## src/rtl/sdram_init_seq_if.sv

```systemverilog
// Start/status and command-bus bundle between the init sequencer and its requester.
// init_bus = {cmd[3:0], a[ROW_W-1:0], ba[BA_W-1:0], cke}.
interface sdram_init_seq_if #(
    parameter int ROW_W = 13,
    parameter int BA_W  = 2
);
    logic                    init_en;
    logic                    init_busy;
    logic                    init_done;
    logic [7:0]              ref_left;
    logic [ROW_W+BA_W+4:0]   init_bus;

    modport master (
        output init_en,
        input  init_busy,
        input  init_done,
        input  ref_left,
        input  init_bus
    );

    modport slave (
        input  init_en,
        output init_busy,
        output init_done,
        output ref_left,
        output init_bus
    );
endinterface

```

## src/rtl/sdram_init_seq.sv

```systemverilog
// Parametrised SDRAM power-up init sequencer: power wait, CKE, PRE-all, NUM_REF x REF, LMR.
// Optional extended mode register load enabled by defining SDRAM_INIT_EMR_EN.
module sdram_init_seq #(
    parameter int         ROW_W      = 13,
    parameter int         BA_W       = 2,
    parameter int         CNT_W      = 16,
    parameter int         T_PWR      = 10000,
    parameter int         T_RP       = 2,
    parameter int         T_RFC      = 7,
    parameter int         T_MRD      = 2,
    parameter int         NUM_REF    = 2,
    parameter logic [2:0] BL_CODE    = 3'b011,
    parameter logic       BURST_TYPE = 1'b0,
    parameter logic [2:0] CAS_LAT    = 3'b011,
    parameter logic       WB_MODE    = 1'b0
`ifdef SDRAM_INIT_EMR_EN
    ,
    parameter logic [ROW_W-1:0] EMR_VAL = '0
`endif
) (
    input  logic              clk,
    input  logic              soft_rst,
    sdram_init_seq_if.slave   bus
);

    localparam logic [3:0] CMD_INH = 4'b1111;
    localparam logic [3:0] CMD_NOP = 4'b0111;
    localparam logic [3:0] CMD_PRE = 4'b0010;
    localparam logic [3:0] CMD_REF = 4'b0001;
    localparam logic [3:0] CMD_LMR = 4'b0000;

    localparam logic [CNT_W:0] C_ONE = (CNT_W+1)'(1);
    localparam logic [CNT_W:0] C_TWO = (CNT_W+1)'(2);
    localparam logic [CNT_W:0] PWR_L = (CNT_W+1)'(T_PWR);
    localparam logic [CNT_W:0] RP_L  = (CNT_W+1)'(T_RP);
    localparam logic [CNT_W:0] RFC_L = (CNT_W+1)'(T_RFC);
    localparam logic [CNT_W:0] MRD_L = (CNT_W+1)'(T_MRD);

    localparam logic [ROW_W-1:0] A10_ONLY  = ROW_W'(11'h400);
    localparam logic [ROW_W-1:0] MODE_WORD = ROW_W'({WB_MODE, 2'b00, CAS_LAT, BURST_TYPE, BL_CODE});

    typedef enum logic [3:0] {
        S_IDLE,
        S_WAIT_PWR,
        S_CKE_UP,
        S_PRE,
        S_WAIT_RP,
        S_REF,
        S_WAIT_RFC,
        S_LMR,
        S_WAIT_MRD
`ifdef SDRAM_INIT_EMR_EN
        ,
        S_EMR,
        S_WAIT_EMR
`endif
    } state_t;

    state_t             r_state;
    logic [CNT_W-1:0]   r_cnt;
    logic [3:0]         r_cmd;
    logic [ROW_W-1:0]   r_a;
    logic [BA_W-1:0]    r_ba;
    logic               r_cke;
    logic               r_busy;
    logic               r_done;
    logic [7:0]         r_refLeft;

    logic [CNT_W:0]     w_lim;
    logic               w_inCmd;
    logic               w_spaceDone;
    logic               w_pwrDone;

    // Spacing is measured from the command cycle; a limit of 1 skips the wait state entirely.
    always_comb begin
        w_lim   = RP_L;
        w_inCmd = 1'b0;
        case (r_state)
            S_PRE:                   begin w_lim = RP_L;  w_inCmd = 1'b1; end
            S_REF:                   begin w_lim = RFC_L; w_inCmd = 1'b1; end
            S_WAIT_RFC:              w_lim = RFC_L;
            S_LMR:                   begin w_lim = MRD_L; w_inCmd = 1'b1; end
            S_WAIT_MRD:              w_lim = MRD_L;
`ifdef SDRAM_INIT_EMR_EN
            S_EMR:                   begin w_lim = MRD_L; w_inCmd = 1'b1; end
            S_WAIT_EMR:              w_lim = MRD_L;
`endif
            default:                 w_lim = RP_L;
        endcase
        w_spaceDone = w_inCmd ? (w_lim <= C_ONE) : (({1'b0, r_cnt} + C_TWO) >= w_lim);
        w_pwrDone   = (({1'b0, r_cnt} + C_ONE) >= PWR_L);
    end

    always_ff @(posedge clk) begin
        if (soft_rst) begin
            r_state   <= S_IDLE;
            r_cnt     <= '0;
            r_cmd     <= CMD_INH;
            r_a       <= '0;
            r_ba      <= '0;
            r_cke     <= 1'b0;
            r_busy    <= 1'b0;
            r_done    <= 1'b0;
            r_refLeft <= '0;
        end else begin
            case (r_state)
                S_IDLE: begin
                    if (bus.init_en) begin
                        r_state   <= S_WAIT_PWR;
                        r_cnt     <= '0;
                        r_cmd     <= CMD_INH;
                        r_cke     <= 1'b0;
                        r_busy    <= 1'b1;
                        r_done    <= 1'b0;
                        r_refLeft <= 8'(NUM_REF);
                    end
                end
                S_WAIT_PWR: begin
                    if (w_pwrDone) begin
                        r_state <= S_CKE_UP;
                        r_cnt   <= '0;
                        r_cmd   <= CMD_NOP;
                        r_cke   <= 1'b1;
                    end else begin
                        r_cnt <= r_cnt + CNT_W'(1);
                    end
                end
                S_CKE_UP: begin
                    r_state <= S_PRE;
                    r_cnt   <= '0;
                    r_cmd   <= CMD_PRE;
                    r_a     <= A10_ONLY;
                    r_ba    <= '0;
                end
                S_PRE, S_WAIT_RP: begin
                    if (w_spaceDone) begin
                        r_state   <= S_REF;
                        r_cnt     <= '0;
                        r_cmd     <= CMD_REF;
                        r_refLeft <= r_refLeft - 8'd1;
                    end else if (r_state == S_PRE) begin
                        r_state <= S_WAIT_RP;
                        r_cnt   <= '0;
                        r_cmd   <= CMD_NOP;
                    end else begin
                        r_cnt <= r_cnt + CNT_W'(1);
                    end
                end
                S_REF, S_WAIT_RFC: begin
                    if (w_spaceDone) begin
                        r_cnt <= '0;
                        if (r_refLeft != 8'd0) begin
                            r_state   <= S_REF;
                            r_cmd     <= CMD_REF;
                            r_refLeft <= r_refLeft - 8'd1;
                        end else begin
                            r_state <= S_LMR;
                            r_cmd   <= CMD_LMR;
                            r_a     <= MODE_WORD;
                            r_ba    <= '0;
                        end
                    end else if (r_state == S_REF) begin
                        r_state <= S_WAIT_RFC;
                        r_cnt   <= '0;
                        r_cmd   <= CMD_NOP;
                    end else begin
                        r_cnt <= r_cnt + CNT_W'(1);
                    end
                end
                S_LMR, S_WAIT_MRD: begin
                    if (w_spaceDone) begin
                        r_cnt <= '0;
`ifdef SDRAM_INIT_EMR_EN
                        r_state <= S_EMR;
                        r_cmd   <= CMD_LMR;
                        r_a     <= EMR_VAL;
                        r_ba    <= BA_W'(1);
`else
                        r_state <= S_IDLE;
                        r_cmd   <= CMD_NOP;
                        r_busy  <= 1'b0;
                        r_done  <= 1'b1;
`endif
                    end else if (r_state == S_LMR) begin
                        r_state <= S_WAIT_MRD;
                        r_cnt   <= '0;
                        r_cmd   <= CMD_NOP;
                    end else begin
                        r_cnt <= r_cnt + CNT_W'(1);
                    end
                end
`ifdef SDRAM_INIT_EMR_EN
                S_EMR, S_WAIT_EMR: begin
                    if (w_spaceDone) begin
                        r_state <= S_IDLE;
                        r_cnt   <= '0;
                        r_cmd   <= CMD_NOP;
                        r_busy  <= 1'b0;
                        r_done  <= 1'b1;
                    end else if (r_state == S_EMR) begin
                        r_state <= S_WAIT_EMR;
                        r_cnt   <= '0;
                        r_cmd   <= CMD_NOP;
                    end else begin
                        r_cnt <= r_cnt + CNT_W'(1);
                    end
                end
`endif
                default: begin
                    r_state   <= S_IDLE;
                    r_cnt     <= '0;
                    r_cmd     <= CMD_INH;
                    r_a       <= '0;
                    r_ba      <= '0;
                    r_cke     <= 1'b0;
                    r_busy    <= 1'b0;
                    r_done    <= 1'b0;
                    r_refLeft <= '0;
                end
            endcase
        end
    end

    assign bus.init_busy = r_busy;
    assign bus.init_done = r_done;
    assign bus.ref_left  = r_refLeft;
    assign bus.init_bus  = {r_cmd, r_a, r_ba, r_cke};

endmodule

```

## src/flat_wrapper.sv

```systemverilog
// flat-port wrapper written by rule: the top's interface ports become plain ports
module sdram_init_seq_flat 
#(
    parameter int         ROW_W      = 13,
    parameter int         BA_W       = 2,
    parameter int         CNT_W      = 16,
    parameter int         T_PWR      = 10000,
    parameter int         T_RP       = 2,
    parameter int         T_RFC      = 7,
    parameter int         T_MRD      = 2,
    parameter int         NUM_REF    = 2,
    parameter logic [2:0] BL_CODE    = 3'b011,
    parameter logic       BURST_TYPE = 1'b0,
    parameter logic [2:0] CAS_LAT    = 3'b011,
    parameter logic       WB_MODE    = 1'b0

)
  (clk, soft_rst, bus_init_en, bus_init_busy, bus_init_done, bus_ref_left, bus_init_bus);
  sdram_init_seq_if #(.ROW_W(ROW_W), .BA_W(BA_W)) bus_i ();
  input  logic clk;
  input  logic soft_rst;
  input wire logic [$bits(bus_i.init_en)-1:0] bus_init_en;
  output wire logic [$bits(bus_i.init_busy)-1:0] bus_init_busy;
  output wire logic [$bits(bus_i.init_done)-1:0] bus_init_done;
  output wire logic [$bits(bus_i.ref_left)-1:0] bus_ref_left;
  output wire logic [$bits(bus_i.init_bus)-1:0] bus_init_bus;
  assign bus_i.init_en = bus_init_en;
  assign bus_init_busy = bus_i.init_busy;
  assign bus_init_done = bus_i.init_done;
  assign bus_ref_left = bus_i.ref_left;
  assign bus_init_bus = bus_i.init_bus;
  sdram_init_seq #(.ROW_W(ROW_W), .BA_W(BA_W), .CNT_W(CNT_W), .T_PWR(T_PWR), .T_RP(T_RP), .T_RFC(T_RFC), .T_MRD(T_MRD), .NUM_REF(NUM_REF), .BL_CODE(BL_CODE), .BURST_TYPE(BURST_TYPE), .CAS_LAT(CAS_LAT), .WB_MODE(WB_MODE)) u_core (.clk(clk), .soft_rst(soft_rst), .bus(bus_i));
endmodule
```

## config.mk

```make
export PLATFORM = sky130hd
export DESIGN_NAME = sdram_init_seq_flat
export DESIGN_NICKNAME = d
export VERILOG_FILES = /design/src/rtl/sdram_init_seq_if.sv /design/src/rtl/sdram_init_seq.sv /design/src/flat_wrapper.sv
export SDC_FILE = /design/constraint.sdc
export NUM_CORES = 1
export LEC_CHECK = 0
export ABC_AREA = 1
export BUFFER_PORTS_ARGS = -buffer_cell sky130_fd_sc_hd__buf_2
export CAP_MARGIN = 20
export CELL_PAD_IN_SITES_DETAIL_PLACEMENT = 1
export CELL_PAD_IN_SITES_GLOBAL_PLACEMENT = 1
export CORE_ASPECT_RATIO = 1.5
export CORE_MARGIN = 2
export CORE_UTILIZATION = 37
export DETAILED_ROUTE_END_ITERATION = 7
export PLACE_DENSITY_LB_ADDON = 0.3
export SETUP_SLACK_MARGIN = 0.15
export SLEW_MARGIN = 20
export SYNTH_ARGS = -nofsm -noshare
export SYNTH_HDL_FRONTEND = slang
export SYNTH_SLANG_ARGS = --single-unit
```

## constraint.sdc

```tcl
create_clock -name clk -period 2.6 [get_ports clk]
set_clock_uncertainty 0.2 [all_clocks]
set_input_delay 0.13 -clock clk [delete_from_list [all_inputs] [get_ports clk]]
set_output_delay 0.13 -clock clk [all_outputs]
set_load 0.02 [all_outputs]
```

Word level (Yosys, flattened, before mapping)
Cells that the tools add are included.

Register bits: 50. Latch bits: 0. Bits in writable memories: 0. Memory bits (read-only): 0. Input port bits: 3. Logic and storage cells: 104. Memories kept: 0.

$add $sub $neg: 4. $mul: 0. Divide/modulo/power cells: 0. $lt $le $gt $ge: 3. Equality and inequality tests: 18. Shift-type cells: 0. Muxes and demuxes: 51. Bitwise operators: 4. Reductions and logical operators: 15.

Operators with widths (number): 2-to-1 mux 16 bit (8); one-hot mux 16 bit (5 select lines) (1); 2-to-1 mux 4 bit (16); one-hot mux 4 bit (6 select lines) (2); one-hot mux 13 bit (3 select lines) (1); 2-to-1 mux 8 bit (4); one-hot mux 8 bit (4 select lines) (1); 2-to-1 mux 13 bit (2); adder 16 x 1 -> 17 bit, second input constant (1); adder 16 x 2 -> 17 bit, second input constant (1); greater-or-equal comparator 17 x 14 -> 1 bit, second input constant (1); greater-or-equal comparator 17 x 3 -> 1 bit (1); adder 16 x 1 -> 16 bit, second input constant (1); equality test 4 x 3 -> 1 bit, second input constant (4); OR reduction 6 bit (2); inequality test 2 x 1 -> 1 bit, second input constant (5); AND reduction 5 bit (2); inequality test 3 x 1 -> 1 bit, second input constant (3); one-hot mux 1 bit (3 select lines) (3); AND reduction 3 bit (3); equality test 4 x 2 -> 1 bit, second input constant (2); 2-to-1 mux 1 bit (8); nonzero test 8 bit (1); subtractor 8 x 1 -> 8 bit, second input constant (1); other kinds (13) (21).

Depth between registers and ports, before layout
Gate-level depths: netlist of run 1.

Word-level depth: 7. Gate-level depth with buffers: 21.

Worst setup path before layout of run 1
No wires, ideal clock.

Kind: reg2reg. From: register u_core.r_state[0]. To: register u_core.r_refLeft[4] (netlist: u_core.bus.ref_left[4]). Arrival: 2159 ps. Slack: 108 ps. Cell stages (with the launch flop): 19. Path buffers: 1. Cells stage by stage: dfxtp_1 > inv_1 > nor2_1 > inv_1 > nor2_1 > nor2_2 > ha_1 > nor3b_1 > and3_1 > nand2_1 > nand3_1 > nor2_2 > nand2_2 > nand2_4 > nand2_1 > nand4_2 > buf_6 > o21ai_0 > nor2_1.

Word-level cells in the longest chain between the ends: 7.

RTL lines: start, declared (RTL line sdram_init_seq.sv:59) `state_t r_state;`; start signal, assigned (RTL line sdram_init_seq.sv:96) `r_state <= S_IDLE;`; start signal, assigned (RTL line sdram_init_seq.sv:109) `r_state <= S_WAIT_PWR;`; start signal, assigned (RTL line sdram_init_seq.sv:120) `r_state <= S_CKE_UP;`; equality test 4 x 3 -> 1 bit (RTL line sdram_init_seq.sv:78, sdram_init_seq.sv:106); OR reduction 2 bit (no line); 2-to-1 mux 3 bit (RTL line sdram_init_seq.sv:78) `case (r_state)`; greater-or-equal comparator 17 x 3 -> 1 bit / <= comparator 3 x 1 -> 1 bit (equally long branches) (RTL line sdram_init_seq.sv:90) `w_spaceDone = w_inCmd ? (w_lim <= C_ONE) : (({1'b0, r_cnt} + C_TWO) >= w_lim);`; 2-to-1 mux 1 bit (RTL line sdram_init_seq.sv:90); inequality test 2 x 1 -> 1 bit (no line); AND reduction 5 bit (no line); end signal, assigned (RTL line sdram_init_seq.sv:115) `r_refLeft <= 8'(NUM_REF);`; end signal, assigned (RTL line sdram_init_seq.sv:140) `r_refLeft <= r_refLeft - 8'd1;`; end signal, assigned (RTL line sdram_init_seq.sv:155) `r_refLeft <= r_refLeft - 8'd1;`; end, declared (RTL line sdram_init_seq.sv:67) `logic [7:0] r_refLeft;`.

Parallel ways exist; a longest one is shown, timed or not. A chain may end at the register's enable or synchronous reset.

Worst setup path after layout of run 1
From: register u_core.r_state[1]. To: register u_core.r_cnt[3].

Word-level cells in the longest chain between the ends: 7.

RTL lines: equality test 4 x 3 -> 1 bit, on equally long branches (RTL line sdram_init_seq.sv:78, sdram_init_seq.sv:106, sdram_init_seq.sv:162); OR reduction 2 bit (no line); 2-to-1 mux 3 bit (RTL line sdram_init_seq.sv:78); greater-or-equal comparator 17 x 3 -> 1 bit / <= comparator 3 x 1 -> 1 bit (equally long branches) (RTL line sdram_init_seq.sv:90); 2-to-1 mux 1 bit (RTL line sdram_init_seq.sv:90); 2-to-1 mux 16 bit, on equally long branches (RTL line sdram_init_seq.sv:171, sdram_init_seq.sv:136, sdram_init_seq.sv:150); one-hot mux 16 bit (5 select lines) (RTL line sdram_init_seq.sv:106) `case (r_state)`; end signal, assigned (RTL line sdram_init_seq.sv:125) `r_cnt <= r_cnt + CNT_W'(1);`; end signal, assigned (RTL line sdram_init_seq.sv:167) `r_cnt <= r_cnt + CNT_W'(1);`; end signal, assigned (RTL line sdram_init_seq.sv:189) `r_cnt <= r_cnt + CNT_W'(1);`; end, declared (RTL line sdram_init_seq.sv:60) `logic [CNT_W-1:0] r_cnt;`.

Parallel ways exist; a longest one is shown, timed or not.

==> metrics.md, run 1 <==
| Metric | Value |
|---|---|
| Status | finished, violations left |
| Failing checks | setup timing |
| Fillers | 955 |
| Worst flop-to-flop path startpoint | u_core.r_state[1] |
| Largest family of logic cells by synthesized area | simple AND/OR/NAND/NOR gates |
| Met1 usage | 22.2% |
| GRT Util Overall | 23.0% |
| Ys Warns | 0 |
| Synthesized flop and latch total | 37 |
| First-pass GRT wire length | 14100 um |
| XOR/XNOR Fraction of Synth Area | 6.20% |
| Met2 Track Usage GR | 44.3% |
| Storage cell area | 749 um2 |
| Met3 usage | 4.01% |
| Avg Cell Area, Syn | 6.48 um2 |
| Relative slew margins | 49.2% |
| Worst setup margin | -0.0693 ns |
| Worst-path clk slew | 0.08 ns |
| Final Cell Area | 0.00339 mm2 |
| Worst EP arrival | 2.71 ns |
| Crit-path max FO | 7 |
| Class of the worst hold path | primary input to flop |
| Synth Instances | 414 |
| Initial Util | 37.6% |
| Share of cells above drive strength 1 | 31.2% |
| Die width | 73.5 um |
| Minimum clock period | 2.67 ns |
| Top Usage Layer GRT | met2 |
| CP Launch Point | u_core.r_state[1] |
| Die area | 0.00796 mm2 |
| Placeable Area | 0.00713 mm2 |
| Routed via count | 2832 |
| Hold path endpoint | u_core.r_cnt[3] |
| Final setup violation count | 10 |
| Routability congestion estimate | 0.812 |
| Initial antenna violation count | 0 |
| WS Path Type | flop to flop |
| GRT overflow | 0 |
| Hold Violations, Final | 0 |
| Final Cycle Share | 103% |
| R2R setup slack | -0.07 ns |
| Final wirelength | 8940 um |
| H-tree depth | 2 |
| Drt via density | 5.14 |
| Area occupied by multi-input gates | 0.00184 mm2 |
| RSZ-0062 raised after global routing | yes |
| Ys async rst share | 0% |
| CTS sink count | 37 |
| Largest net degree at the start of global routing | 17 |
| Critical path launch point type | flop |
| Vias in the first global route | 3003 |
| Clk_lat worst skew | 0.32 ns |
| Pwr per Cell Area | 931 mW/mm2 |
| EDFF count, synth | 0 |
| Hold Path Origin | bus_init_en |
| CTS tree | built |
| Layout net count | 479 |
| Tightest Pin Transition | 0.759 ns |
| Distinct cells, synth | 39 |
| Post-synthesis adder-cell area fraction | 2.80% |
| Sequential area share after synthesis | 27.6% |
| Dominant synthesized flop cell | dfxtp_1 |
| DRC Markers | 0 |
| Simple-gate share of the synthesized area | 39.1% |
| Post-synthesis mux area share | 0.373% |
| Peak Freq | 375 MHz |
| CTS root buf | clkbuf_8 |
| Avg WL per Cell | 16.2 um |
| CP Data Required Time | 2.64 ns |
| CTS Buffer Depth | 2 |
| Worst VDD drop | 286 uV |
| Cts bufs inserted | 5 |
| Drt first pass iters | 4 |
| Synth Area in Compound Gates | 10.4% |
| Buffers on Ports | 22 |
| Worst hold slack | 0.134 ns |
| Area Overhead vs Synth | 26.5% |
| Max-slew violation count | 0 |
| RR Endpoint | u_core.r_cnt[3] |
| Antenna cells | 0 |
| 1st-iter DRT viols | 95 |
| Site Rows | 38 |
| Worst reg2reg path depth | 18 |
| Crit. End Element | flop |
| Antenna Violating Nets Remaining | 0 |
| Die height | 108 um |
| WHS Path Cells | 5 |
| Number of I/O pins | 33 |
| Pleak | 1.66 nW |
| Placed Area | 0.00290 mm2 |
| Max cap viols | 0 |
| Area of the mapped netlist | 0.00268 mm2 |
| DP HPWL | 6220 um |
==> layout make-up <==
cell class | count | area share, %
Multi-Input combinational cell | 312 | 54.1
Inverter | 54 | 5.97
Tap cell | 80 | 2.95
Timing Repair Buffer | 60 | 12.3
Clock inverter | 3 | 0.516
Clock buffer | 5 | 2.03
Sequential cell | 37 | 22.1
==> critical path, cell delays in order, from the launching register on <==
cell and delay (ns):
dfxtp_2 0.37, inv_2 0.06, nor2_2 0.12, inv_2 0.08
nor2_4 0.13, nor2_4 0.07, ha_4 0.24, nor3b_4 0.14
and3_1 0.15, nand2_1 0.07, nand3_2 0.08, nor2_2 0.13
nand2_2 0.08, nand2_4 0.12, nand2_4 0.08, buf_12 0.15
nand2_8 0.09, o211ai_1 0.10, a21oi_1 0.14
==> kinds of logic after synthesis <==
family,count (synthesis)
simple gates,228
other cells,1
flops,37
xor+xnor,19
mux,1
fa+ha+maj,6
buf+inv,76
compound gates,46
==> registers in the layout, indices dropped and copies added, names as in the netlist <==
name	count
u_core.bus.init_busy	1
u_core.bus.init_done	1
u_core.bus.ref_left	8
u_core.r_a	2
u_core.r_cke	1
u_core.r_cmd	4
u_core.r_cnt	16
u_core.r_state	4
==> power breakdown <==
part,switching (mW),internal (mW)
clock network,0.247,0.185
logic,1.22,0.740
registers,0.0883,0.675
==> routing by layer <==
metal  share of wire [%]  vias up
met2                  56       52
met4                 4.7        0
li1                    -     1387
met5                   0        -
met3                 2.3       29
met1                  37     1364
==> what timing repair did <==
action	CTS	global route
gates cloned	0	2
pin swaps	13	13
hold buffers	1	0
buffers inserted	16	5
endpoints found under the hold margin	9	0
resized for setup	18	40
endpoints found under the setup margin	33	34
==> per-stage QoR <==
stage               instances  util (%)  power, mW  setup WS [ns]  setup TNS, ns
floorplan                 423         -       1.86          0.190              0
global placement          519      40.7       2.24         0.0126              0
detailed placement        519      40.7       2.28         -0.134         -0.937
CTS                       544      44.5       2.89         0.0381              0
global route              551      47.6       3.39         -0.210          -4.69
finish                    551      47.6       3.16        -0.0693         -0.185
==> worst max-delay path by stage <==
stage | to | slack [ns] | depth (start not counted)
after floorplan | u_core.r_cnt[5] | 0.19 | 17
after global placement | u_core.bus.ref_left[4] | 0.01 | 17
after detailed placement | u_core.bus.ref_left[4] | -0.13 | 17
after CTS | u_core.r_cmd[2] | 0.04 | 17
after global routing | u_core.r_cnt[3] | -0.21 | 19
final | u_core.r_cnt[3] | -0.07 | 18
==> cell usage in the layout, fill, tap and decap left out, drive strengths merged, types with 3 or more instances in the layout <==
master,Yosys,final
buf,18,59
xor2,16,16
inv,54,54
clkbuf,4,5
nand2,117,118
xnor2,3,3
conb,1,10
nand4,10,11
ha,6,6
o21ai,13,13
a21oi,27,27
nand3,19,19
dfxtp,37,37
nor2,69,69
nor3,7,7
==> synth_stat cells, types with 9 or more instances <==
cell	number	share of area (%)
nand2_1	102	14
nand4_1	9	2.1
a21oi_1	18	3.4
inv_1	54	7.6
o21ai_0	9	1.7
buf_4	15	4.2
xor2_1	16	5.2
dfxtp_1	37	28
nand2_2	11	2.6
a21oi_2	9	2.9
nor2_1	62	8.7
nand3_1	16	3.0
(Power assumes the default switching activity.)
==> run 2, diff against run 1 <==
--- a/config.mk
+++ b/config.mk
@@ -6,15 +6,15 @@
 export NUM_CORES = 1
 export LEC_CHECK = 0
 export ABC_AREA = 1
-export BUFFER_PORTS_ARGS = -buffer_cell sky130_fd_sc_hd__buf_2
 export CAP_MARGIN = 20
 export CELL_PAD_IN_SITES_DETAIL_PLACEMENT = 1
 export CELL_PAD_IN_SITES_GLOBAL_PLACEMENT = 1
 export CORE_ASPECT_RATIO = 1.5
 export CORE_MARGIN = 2
-export CORE_UTILIZATION = 37
+export CORE_UTILIZATION = 41
 export DETAILED_ROUTE_END_ITERATION = 7
-export PLACE_DENSITY_LB_ADDON = 0.3
+export DONT_BUFFER_PORTS = 1
+export PLACE_DENSITY = 0.83
 export SETUP_SLACK_MARGIN = 0.15
 export SLEW_MARGIN = 20
 export SYNTH_ARGS = -nofsm -noshare
==> metrics.md, run 2 (synthesis results as in run 1) <==
| Metric | Value |
|---|---|
| Max cap viols | 0 |
| Hold Path Origin | bus_init_en |
| Avg WL per Cell | 16.2 um |
| DP HPWL | 5900 um |
| Class of the worst hold path | primary input to flop |
| H-tree depth | 2 |
| Die width | 70.0 um |
| Tightest Pin Transition | 0.778 ns |
| RR Endpoint | u_core.r_cmd[2] |
| Largest net degree at the start of global routing | 28 |
| Max-slew violation count | 0 |
| Power share of the clock group | 16.1% |
| Placed Area | 0.00278 mm2 |
| Minimum clock period | 2.65 ns |
| 1st-iter DRT viols | 105 |
| CP Data Required Time | 2.64 ns |
| Initial antenna violation count | 0 |
| CTS sink count | 37 |
| GRT Util Overall | 22.8% |
| Crit-path max FO | 5 |
| Initial Util | 41.9% |
| CTS root buf | clkbuf_8 |
| Final TNS setup | -0.217 ns |
| Most common cell after layout, fill and taps aside | nand2_1 |
| Drt first pass iters | 4 |
| Crit. End Element | flop |
| Layout net count | 448 |
| CTS tree | built |
| Final setup violation count | 11 |
| Antenna Violating Nets Remaining | 0 |
| Pwr per Cell Area | 921 mW/mm2 |
| Peak Freq | 378 MHz |
| GRT overflow | 0 |
| Final wirelength | 8350 um |
| Clk_lat worst skew | 0.31 ns |
| Area Overhead vs Synth | 17.4% |
| Die height | 103 um |
| Site Rows | 36 |
| Failing checks | setup timing |
| WHS Path Cells | 4 |
| Worst VDD drop | 270 uV |
| Hold Violations, Final | 0 |
| Cts bufs inserted | 5 |
| Hold path endpoint | u_core.r_cnt[8] |
| Placeable Area | 0.00640 mm2 |
| Final Cycle Share | 102% |
| Internal power | 1.47 mW |
| Pleak | 1.45 nW |
| Largest Register | u_core.r_cnt |
| Combinational share of power | 53.9% |
| Worst flop-to-flop path startpoint | u_core.r_state[1] |
| Number of I/O pins | 33 |
| CTS Buffer Depth | 2 |
| R2R setup slack | -0.05 ns |
| Max reg flops | 16 |
| First-pass GRT wire length | 12900 um |
| Sw Share | 49.4% |
| Routed via count | 2734 |
| Routability congestion estimate | 0.843 |
| Final Cell Area | 0.00315 mm2 |
| Vias in the first global route | 2705 |
| Switching Power | 1.43 mW |
| RSZ-0062 raised after global routing | yes |
| Die area | 0.00722 mm2 |
| Relative slew margins | 48.1% |
| Drt via density | 5.30 |
| Most frequent cells in the layout | nand2_1 (98), nor2_1 (58), inv_1 (48) |
| Worst-path clk slew | 0.08 ns |
| WS Path Type | flop to flop |
| Share of cells above drive strength 1 | 23.4% |
| Worst EP arrival | 2.69 ns |
| Worst setup margin | -0.0471 ns |
| Worst reg2reg path depth | 18 |
| Antenna cells | 0 |
| Sequential share of power | 30.0% |
| Buffers on Ports | 0 |
| Critical path launch point type | flop |
| DRC Markers | 0 |
| Status | finished, violations left |
## run 2: changes by cell type in the layout (fill, tap and decap cells not counted), moves of 3 or more
| cell | change |
|---|---|
| buf_4 | -8 |
| inv_2 | -3 |
| buf_2 | -22 |
| nor2_1 | +3 |
| nand2_2 | +4 |
| nand2_4 | -5 |
## run 2: repair_timing
item / 4_1_cts / 5_1_grt
cloned: 0 / 1
endpoints found under the hold margin: 35 / 0
setup endpoints to repair: 34 / 34
gates resized for setup: 15 / 22
pin swaps: 4 / 12
hold buffers: 3 / 0
setup buffers: 4 / 8
## run 2: worst max-delay path by stage
| stage | cells after the start | endpoint | slack [ns] | from |
|---|---|---|---|---|
| floorplan | 17 | u_core.r_cnt[5] | 0.19 | u_core.r_state[3] |
| global placement | 17 | u_core.bus.ref_left[4] | 0.01 | u_core.r_state[2] |
| detailed placement | 17 | u_core.bus.ref_left[4] | -0.14 | u_core.r_state[2] |
| CTS | 17 | u_core.r_cmd[2] | 0.02 | u_core.r_state[1] |
| global route | 18 | u_core.r_cmd[2] | -0.19 | u_core.r_state[1] |
| finish | 18 | u_core.r_cmd[2] | -0.05 | u_core.r_state[1] |
## run 2: critical path, cell delays in order, from the launching register on
cell and delay, ns:
dfxtp_2 0.37, inv_2 0.05, nor2_1 0.17, inv_2 0.09, nor2_4 0.14, nor2_4 0.07
ha_4 0.25, nor3b_2 0.16, and3_1 0.17, nand2_1 0.06, nand3_2 0.08, nor2_2 0.04
nand2_2 0.07, nand2_4 0.08, nand2_1 0.12, nand2_2 0.08, o21ai_4 0.23, inv_1 0.09
nand3_1 0.08
## run 2: cell type report
type	count	area, um2
multi-input combinational	311	1750
clock buffer	7	96.3
tap	76	95.1
sequential	37	747
inverter	54	205
timing repair buffer	30	246
clock inverter	1	5.00
fill	863	3250
## run 2: power by group through the flow
stage | clock network [mW] | logic, mW | registers (mW)
after floorplan | 0 | 1.02 | 0.837
after global placement | 0 | 1.24 | 0.875
after detailed placement | 0 | 1.29 | 0.880
after CTS | 0.477 | 1.40 | 0.868
after global routing | 0.500 | 1.73 | 0.886
final | 0.467 | 1.56 | 0.871
## run 2: per-layer routing
layer	wire length [um]	global-route usage, %	part of all wire, %	vias up
li1	-	-	-	1334
met1	3090	21.4	37	1331
met2	4760	46.5	57	50
met3	223	3.32	2.7	19
met4	284	12.7	3.4	0
met5	0	0	0	-
## run 2: per-stage QoR
step / power, mW / cells / hold WS (ns) / setup slack (ns) / utilization [%]
2_1_floorplan: 1.86 / 423 / 0.167 / 0.190 / -
5_1_grt: 3.12 / 516 / 0.0154 / -0.189 / 49.2
3_5_place_dp: 2.17 / 492 / -0.00156 / -0.140 / 43.4
3_3_place_gp: 2.12 / 492 / -0.00214 / 0.0139 / 43.4
6_report: 2.90 / 516 / 0.00638 / -0.0471 / 49.2
4_1_cts: 2.74 / 507 / 0.0413 / 0.0220 / 46.9
==> run 3, diff against run 2 <==
--- a/config.mk
+++ b/config.mk
@@ -14,6 +14,7 @@
 export CORE_UTILIZATION = 41
 export DETAILED_ROUTE_END_ITERATION = 7
 export DONT_BUFFER_PORTS = 1
+export MAX_ROUTING_LAYER = met4
 export PLACE_DENSITY = 0.83
 export SETUP_SLACK_MARGIN = 0.15
 export SLEW_MARGIN = 20
==> metrics.md, run 3 (synthesis results as in run 1) <==
| Metric | Value |
|---|---|
| Cts bufs inserted | 5 |
| Fillers | 863 |
| Worst-path clk slew | 0.08 ns |
| CTS Buffer Depth | 2 |
| Max-slew violation count | 0 |
| Placeable Area | 0.00640 mm2 |
| Number of I/O pins | 33 |
| Routability congestion estimate | 0.856 |
| Hold Violations, Final | 0 |
| GRT overflow | 0 |
| Status | finished, violations left |
| Power, Total | 2.90 mW |
| Worst hold slack | 0.000432 ns |
| Final Cycle Share | 102% |
| H-tree depth | 2 |
| Post-layout util | 49.2% |
| Initial antenna violation count | 0 |
| Worst EP arrival | 2.68 ns |
| Worst VDD drop | 271 uV |
| Largest net degree at the start of global routing | 28 |
| Final Cell Area | 0.00315 mm2 |
| 1st-iter DRT viols | 107 |
| Post-place setup slack | -0.140 ns |
| DP HPWL | 5900 um |
| CP Data Required Time | 2.64 ns |
| Crit-path max FO | 5 |
| Final wirelength | 8370 um |
| Most common cell after layout, fill and taps aside | nand2_1 |
| Share of cells above drive strength 1 | 23.4% |
| Max cap viols | 0 |
| Minimum clock period | 2.64 ns |
| Crit. End Element | flop |
| Die height | 103 um |
| Final setup violation count | 9 |
| Failing checks | setup timing |
| DRC Markers | 0 |
| Drt first pass iters | 4 |
| Placed Area | 0.00278 mm2 |
| Buffers on Ports | 0 |
| Clk_lat worst skew | 0.31 ns |
| Relative slew margins | 48.1% |
| Antenna cells | 0 |
| Peak Freq | 379 MHz |
| Routed via count | 2698 |
| Largest Register | u_core.r_cnt |
| GRT Util Overall | 23.5% |
| Critical path launch point type | flop |
| Tightest Pin Transition | 0.778 ns |
| Vias in the first global route | 2705 |
| Class of the worst hold path | primary input to flop |
| Most frequent cells in the layout | nand2_1 (98), nor2_1 (58), inv_1 (48) |
| Worst setup margin | -0.0398 ns |
| Die area | 0.00722 mm2 |
| Die width | 70.0 um |
| Avg WL per Cell | 16.2 um |
| Pwr per Cell Area | 922 mW/mm2 |
| Pleak | 1.45 nW |
| CTS tree | built |
| Site Rows | 36 |
| Initial Util | 41.9% |
| Layout net count | 448 |
| Antenna Violating Nets Remaining | 0 |
| Drt via density | 5.23 |
| Max reg flops | 16 |
| Area Overhead vs Synth | 17.4% |
| CTS sink count | 37 |
| RSZ-0062 raised after global routing | yes |
| WS Path Type | flop to flop |
| First-pass GRT wire length | 12900 um |
| CTS root buf | clkbuf_8 |
-- run 3: cell counts in the layout (fill, tap and decap cells not counted) --
No cell type changed its count.
-- run 3: layout make-up --
type                       count  area [um2]  share of cell area, %
clock inverter                 1        5.00                  0.159
multi-input combinational    311        1750                   55.7
timing repair buffer          30         246                   7.83
inverter                      54         205                   6.52
sequential                    37         747                   23.7
tap                           76        95.1                   3.02
clock buffer                   7        96.3                   3.06
-- run 3: metrics by stage --
| step | cells | TNS (ns) |
|---|---|---|
| detailed placement | 492 | -1.00 |
| global placement | 492 | 0 |
| floorplan | 423 | 0 |
| global route | 516 | -3.96 |
| CTS | 507 | 0 |
| finish | 516 | -0.184 |
-- run 3: final timing paths --
check | start | to | slack [ns] | depth (start not counted)
hold reg to reg | u_core.r_cnt[14] | u_core.r_cnt[14] | 0.33 | 2
setup reg to reg | u_core.r_state[1] | u_core.r_cmd[2] | -0.04 | 18
setup / recovery | u_core.r_state[1] | u_core.r_cmd[2] | -0.04 | 18
hold / removal | bus_init_en | u_core.r_cnt[8] | 0.0004 | 4
-- run 3: worst max-delay path: stages (launching register included) --
cell and delay [ns]:
dfxtp_2 0.37, inv_2 0.05, nor2_1 0.17, inv_2 0.09
nor2_4 0.14, nor2_4 0.07, ha_4 0.25, nor3b_2 0.16
and3_1 0.17, nand2_1 0.06, nand3_2 0.08, nor2_2 0.04
nand2_2 0.07, nand2_4 0.08, nand2_1 0.12, nand2_2 0.08
o21ai_4 0.22, inv_1 0.09, nand3_1 0.08
-- run 3: routing by layer --
metal	vias up	wire length, um	track usage (%)	share of wire [%]
met2	42	4770	46.5	57
met3	19	180	3.32	2.2
li1	1331	-	-	-
met4	0	285	12.7	3.4
met1	1306	3140	21.4	37
met5	-	0	-	0
-- run 3: report_power, final --
part / switching, mW / total, mW / internal, mW
clock: 0.228 / 0.468 / 0.240
combinational: 1.01 / 1.56 / 0.555
sequential: 0.198 / 0.871 / 0.674
total: 1.44 / 2.90 / 1.47
-- run 3: timing repair --
action / CTS / global route
gates resized for setup: 15 / 22
endpoints found under the hold margin: 35 / 0
pin swaps: 4 / 12
setup endpoints to repair: 34 / 34
buffers inserted: 4 / 8
hold buffers: 3 / 0
gates cloned: 0 / 1
